## src/rtl/y_mux_arb_if.sv

```systemverilog
// rtl/y_mux_arb_if.sv - handshake and data bundle between producers, y_mux_arb and its consumer
interface y_mux_arb_if #(
    parameter int SIZE     = 32,
    parameter int CHANNELS = 4
);
    localparam int SEL_W = $clog2(CHANNELS);

    logic [CHANNELS*SIZE-1:0] in_data;
    logic [CHANNELS-1:0]      in_valid;
    logic [CHANNELS-1:0]      in_ready;
    logic                     mode;
    logic [SEL_W-1:0]         sel;
    logic [SIZE-1:0]          out_data;
    logic [SEL_W-1:0]         out_chan;
    logic                     out_valid;
    logic                     out_ready;
    logic [15:0]              xfer_count;

    modport master (
        output in_data, in_valid, mode, sel, out_ready,
        input  in_ready, out_data, out_chan, out_valid, xfer_count
    );

    modport slave (
        input  in_data, in_valid, mode, sel, out_ready,
        output in_ready, out_data, out_chan, out_valid, xfer_count
    );
endinterface

```

## src/rtl/y_mux_arb.sv

```systemverilog
// rtl/y_mux_arb.sv - N-channel registered mux with fixed-select / round-robin arbitration
// Optional transfer counter enabled by defining YMUX_ARB_COUNT_EN.
module y_mux_arb #(
    parameter int SIZE     = 32,
    parameter int CHANNELS = 4
) (
    input  logic        clk,
    input  logic        reset,
    y_mux_arb_if.slave  bus
);
    localparam int SEL_W = $clog2(CHANNELS);

    logic [SEL_W-1:0]    last_grant;
    logic [SEL_W-1:0]    gidx;
    logic [SEL_W-1:0]    idx_s;
    logic [CHANNELS-1:0] grant;
    logic                any_grant;
    logic                can_accept;
    logic                acc;
    int                  idx;

    logic [SIZE-1:0]     out_data_r;
    logic [SEL_W-1:0]    out_chan_r;
    logic                out_valid_r;

    always_comb begin
        grant     = '0;
        gidx      = '0;
        any_grant = 1'b0;
        idx       = 0;
        idx_s     = '0;
        if (!bus.mode) begin
            if ((int'(bus.sel) < CHANNELS) && bus.in_valid[bus.sel]) begin
                grant[bus.sel] = 1'b1;
                gidx           = bus.sel;
                any_grant      = 1'b1;
            end
        end else begin
            // Scan starts one past the previous winner so every channel gets a turn.
            for (int k = 1; k <= CHANNELS; k++) begin
                idx   = (int'(last_grant) + k) % CHANNELS;
                idx_s = SEL_W'(idx);
                if (!any_grant && bus.in_valid[idx_s]) begin
                    grant[idx_s] = 1'b1;
                    gidx         = idx_s;
                    any_grant    = 1'b1;
                end
            end
        end
    end

    assign can_accept   = !out_valid_r || bus.out_ready;
    assign acc          = any_grant && can_accept && !reset;
    // Ready is masked during reset because anything accepted then would be discarded.
    assign bus.in_ready = grant & {CHANNELS{can_accept && !reset}};

    always_ff @(posedge clk) begin
        if (reset) begin
            out_valid_r <= 1'b0;
            out_data_r  <= '0;
            out_chan_r  <= '0;
            last_grant  <= SEL_W'(CHANNELS - 1);
        end else if (acc) begin
            out_data_r  <= bus.in_data[int'(gidx)*SIZE +: SIZE];
            out_chan_r  <= gidx;
            out_valid_r <= 1'b1;
            last_grant  <= gidx;
        end else if (out_valid_r && bus.out_ready) begin
            out_valid_r <= 1'b0;
        end
    end

    assign bus.out_data  = out_data_r;
    assign bus.out_chan  = out_chan_r;
    assign bus.out_valid = out_valid_r;

`ifdef YMUX_ARB_COUNT_EN
    logic [15:0] cnt;

    always_ff @(posedge clk) begin
        if (reset) begin
            cnt <= 16'h0000;
        end else if (out_valid_r && bus.out_ready && (cnt != 16'hFFFF)) begin
            cnt <= cnt + 16'h0001;
        end
    end

    assign bus.xfer_count = cnt;
`else
    assign bus.xfer_count = 16'h0000;
`endif
endmodule

```

## src/flat_wrapper.sv

```systemverilog
// flat-port wrapper written by rule: the top's interface ports become plain ports
module y_mux_arb_flat 
#(
    parameter int SIZE     = 32,
    parameter int CHANNELS = 4
)
  (clk, reset, bus_in_data, bus_in_valid, bus_mode, bus_sel, bus_out_ready, bus_in_ready, bus_out_data, bus_out_chan, bus_out_valid, bus_xfer_count);
  y_mux_arb_if #(.SIZE(SIZE), .CHANNELS(CHANNELS)) bus_i ();
  input  logic clk;
  input  logic reset;
  input wire logic [$bits(bus_i.in_data)-1:0] bus_in_data;
  input wire logic [$bits(bus_i.in_valid)-1:0] bus_in_valid;
  input wire logic [$bits(bus_i.mode)-1:0] bus_mode;
  input wire logic [$bits(bus_i.sel)-1:0] bus_sel;
  input wire logic [$bits(bus_i.out_ready)-1:0] bus_out_ready;
  output wire logic [$bits(bus_i.in_ready)-1:0] bus_in_ready;
  output wire logic [$bits(bus_i.out_data)-1:0] bus_out_data;
  output wire logic [$bits(bus_i.out_chan)-1:0] bus_out_chan;
  output wire logic [$bits(bus_i.out_valid)-1:0] bus_out_valid;
  output wire logic [$bits(bus_i.xfer_count)-1:0] bus_xfer_count;
  assign bus_i.in_data = bus_in_data;
  assign bus_i.in_valid = bus_in_valid;
  assign bus_i.mode = bus_mode;
  assign bus_i.sel = bus_sel;
  assign bus_i.out_ready = bus_out_ready;
  assign bus_in_ready = bus_i.in_ready;
  assign bus_out_data = bus_i.out_data;
  assign bus_out_chan = bus_i.out_chan;
  assign bus_out_valid = bus_i.out_valid;
  assign bus_xfer_count = bus_i.xfer_count;
  y_mux_arb #(.SIZE(SIZE), .CHANNELS(CHANNELS)) u_core (.clk(clk), .reset(reset), .bus(bus_i));
endmodule
```

## config.mk

```make
export PLATFORM = sky130hd
export DESIGN_NAME = y_mux_arb_flat
export DESIGN_NICKNAME = d
export VERILOG_FILES = /design/src/rtl/y_mux_arb_if.sv /design/src/rtl/y_mux_arb.sv /design/src/flat_wrapper.sv
export SDC_FILE = /design/constraint.sdc
export NUM_CORES = 1
export LEC_CHECK = 0
export BUFFER_PORTS_ARGS = -buffer_cell sky130_fd_sc_hd__buf_2
export CORE_UTILIZATION = 46
export DETAILED_ROUTE_END_ITERATION = 7
export PLACE_DENSITY_LB_ADDON = 0.1
export SLEW_MARGIN = 5
export SYNTH_ARGS = -nofsm -noshare
export SYNTH_HDL_FRONTEND = slang
export SYNTH_SLANG_ARGS = --single-unit
```

## constraint.sdc

```tcl
create_clock -name clk -period 4.6 [get_ports clk]
set_input_delay 0.23 -clock clk [delete_from_list [all_inputs] [get_ports clk]]
set_output_delay 0.23 -clock clk [all_outputs]
set_load 0.05 [all_outputs]
```

==> summary.md <==
| Metric | Value |
|---|---|
| Initial antenna violation count | `0` |
| Unique masters post-synth | `44` |
| Total CTS buffers | `5` |
| Vias/cell | `5.30` |
| Setup violations, final | `0` |
| CTS H-tree lvls | `2` |
| Root Buffer | `clkbuf_8` |
| Area of the multi-input gates | `0.00189 mm²` |
| Crit path from | `u_core.last_grant[0]` |
| CTS tree | `built` |
| FF-to-FF End | `u_core.bus.out_data[26]` |
| CP arrival | `4.08 ns` |
| Power per standard cell area | `480 mW/mm²` |
| Placed cells | `516` |
| Nets | `594` |
| Row count | `28` |
| Register area share after synthesis | `0.262` |
| CP max-delay cell | `nand3_1` |
| Final wirelength | `7420 µm` |
| Clock Sinks | `37` |
| Max frequency | `0.256 GHz` |
| ANT cells | `0` |
| Worst slack at placement | `0.671 ns` |
| Pre-antenna DRT Iters | `4` |
| Initial Util | `0.477` |
| Cell Area, Placed | `0.00365 mm²` |
| Hold Fails Final Rpt | `0` |
| Ys flop type | `dfxtp_1` |
| Clk slew on worst S/H paths | `0.08 ns` |
| Overall die width | `80.4 µm` |
| Core area | `0.00592 mm²` |
| Worst Reg-to-Reg Cells | `7` |
| # fillers | `500` |
| Leakage | `1.80 nW` |
| Synth Register Bits | `37` |
| Crit-path cells | `inv_1 -> ha_1 -> mux4_2 -> nor4_1 -> a211oi_2 -> nand3_1 -> o221ai_1` |
| EDFF count, synth | `0` |
| Top cells by area, synth | `dfxtp_1, mux2i_1, buf_4, o221ai_2, a221oi_2` |
| Top cells by count, synth | `mux2i_1, dfxtp_1, a21oi_1` |
| HPWL after detailed placement | `5730 µm` |
| Outcome | `finished clean` |
| RD Place Congestion | `0.806` |
| Worst Setup EP | `u_core.bus.out_data[26]` |
| Largest area contributor in the netlist | `dfxtp_1` |
| Final ANT Viol Nets | `0` |
| Worst-Skew Late Latency | `0.28 ns` |
| RSZ-0062 raised after global routing | `false` |
| DR vias | `2773` |
| Number of global-route vias before repair | `2426` |
| Min Clock Period, post-route | `3.90 ns` |
| # DRC | `0` |
| Io pins | `193` |
| Remaining global-route overflow | `0` |
| FFs w/ async S/R, synth | `0` |
| Area growth syn-to-layout | `32.3%` |
| First-iteration detailed-routing DRC count | `156` |
| Final Slew Violations | `0` |
| Largest net degree at the start of global routing | `36` |
| Post-synthesis average cell area | `10.0 µm²` |
| Clk buf depth | `2` |
| Final instance area | `0.00374 mm²` |
| Post-Syn Instances | `282` |
| Post-CTS setup buffer count | `0` |
| CP peak stage delay | `0.79 ns` |
| Period utilization | `0.849` |
| Max-Cap Viols | `0` |
| Synth warn | `0` |
| Slew @ Worst Pin | `0.904 ns` |
| Hold Startpoint | `reset` |
| Die Ht | `80.4 µm` |
| Maximum vdd drop | `0.247 mV` |
| Post-Layout Cell Count | `523` |
| Critical Path End Type | `flop` |
| Worst min-delay path class | `in2reg` |
| Total track usage | `0.225` |
| Flop2flop setup slack | `0.70 ns` |
| Clock Skew | `0.00792 ns` |
| Count leader, synth | `mux2i_1` |
| Critical path peak fanout | `16` |
| Setup CP Type | `reg2reg` |
| Die ar. | `0.00646 mm²` |
| Setup TNS | `0 ns` |
| Global-route wire length before repair | `11500 µm` |
| Routed WL per cell | `14.2 µm` |
| Final worst-path setup slack | `0.696 ns` |
| CTS Hold Buffers Added | `0` |
| Share of layout cells above drive strength 1 | `0.489` |
| Port Buffer Count | `176` |
| Mapped Area | `0.00282 mm²` |
| Yosys top cell area share | `0.262` |
| CP startpoint kind | `flop` |
| Reg2reg start | `u_core.last_grant[0]` |
| Data required time of the critical path | `4.78 ns` |
| Worst slew margin | `0.394` |
| # resized after CTS | `0` |
| Storage cell area | `741 µm²` |
## report_power, final
group / switching, mW / internal, mW
Sequential: 0.0562 / 0.409
Combinational: 0.726 / 0.373
Clock: 0.111 / 0.119
Total: 0.893 / 0.901
## worst max-delay path: cells and delay by family, from the launching register on
family | cells | cell delay, ns
AO/OA/AOI/OAI | 2 | 1.08
AND/OR/NAND/NOR | 2 | 0.92
flip-flops | 1 | 0.66
multiplexers | 1 | 0.43
adder cells (fa/ha/maj) | 1 | 0.42
buffers and inverters | 1 | 0.27
## worst min-delay path by stage
stage               slack [ns]  cells after the start                    to
global placement          0.43                      2  u_core.bus.out_valid
finish                    0.13                      2  u_core.bus.out_valid
global route              0.13                      2  u_core.bus.out_valid
floorplan                 0.30                      1  u_core.bus.out_valid
CTS                       0.12                      2  u_core.bus.out_valid
detailed placement        0.43                      2  u_core.bus.out_valid
## sequential cells by signal (all words and copies together) (netlist names)
signal / cells
u_core.bus.out_valid: 1
u_core.last_grant: 2
u_core.bus.out_data: 32
u_core.bus.out_chan: 2
## per-layer routing
layer / part of all wire / track usage
met5: 0 / 0
met4: 0.0040 / 0.0482
met3: 0.071 / 0.0477
met2: 0.48 / 0.365
met1: 0.44 / 0.303
## metrics by stage
step                      hold WS, ns  utilization  power, mW
after floorplan                 0.299            -       1.36
after global routing            0.129        0.631       1.90
after CTS                       0.121        0.631       1.80
after detailed placement        0.430        0.617       1.57
final                           0.131        0.631       1.79
after global placement          0.428        0.617       1.56
## placed cells by master (no fill, tap or decap), types with 2 or more instances in the layout
master / instances
nand3_1: 2
ha_1: 8
buf_4: 4
o21ai_1: 6
nand2_1: 20
a21oi_1: 22
a221o_1: 2
a221oi_2: 8
nor2_1: 9
clkbuf_8: 6
o211ai_1: 3
mux4_2: 5
mux2i_1: 64
buf_2: 176
dfxtp_1: 37
o221ai_2: 10
inv_1: 3
o21ai_0: 2
conb_1: 16
a22oi_1: 9
o221ai_1: 6
a221oi_1: 8
## final cells by class
cell class                      count  share of cell area
Timing Repair Buffer              180               0.244
Sequential cell                    37               0.198
Clock buffer                        7              0.0231
Multi-Input combinational cell    220               0.506
Tap cell                           75              0.0251
Inverter                            4             0.00402
## kinds of logic (layout without fill, tap and decap cells)
logic type,after synthesis,in the layout,share of synthesized area
DFF,37,37,0.262
muxes,71,71,0.275
and+or+nand+nor,43,43,0.0829
AOI/OAI and AO/OA,82,82,0.253
other,1,16,0.00133
buffers and inverters,40,191,0.0899
adders and majority gates,8,8,0.0354
Note: power is estimated with default switching activity, not from simulation.
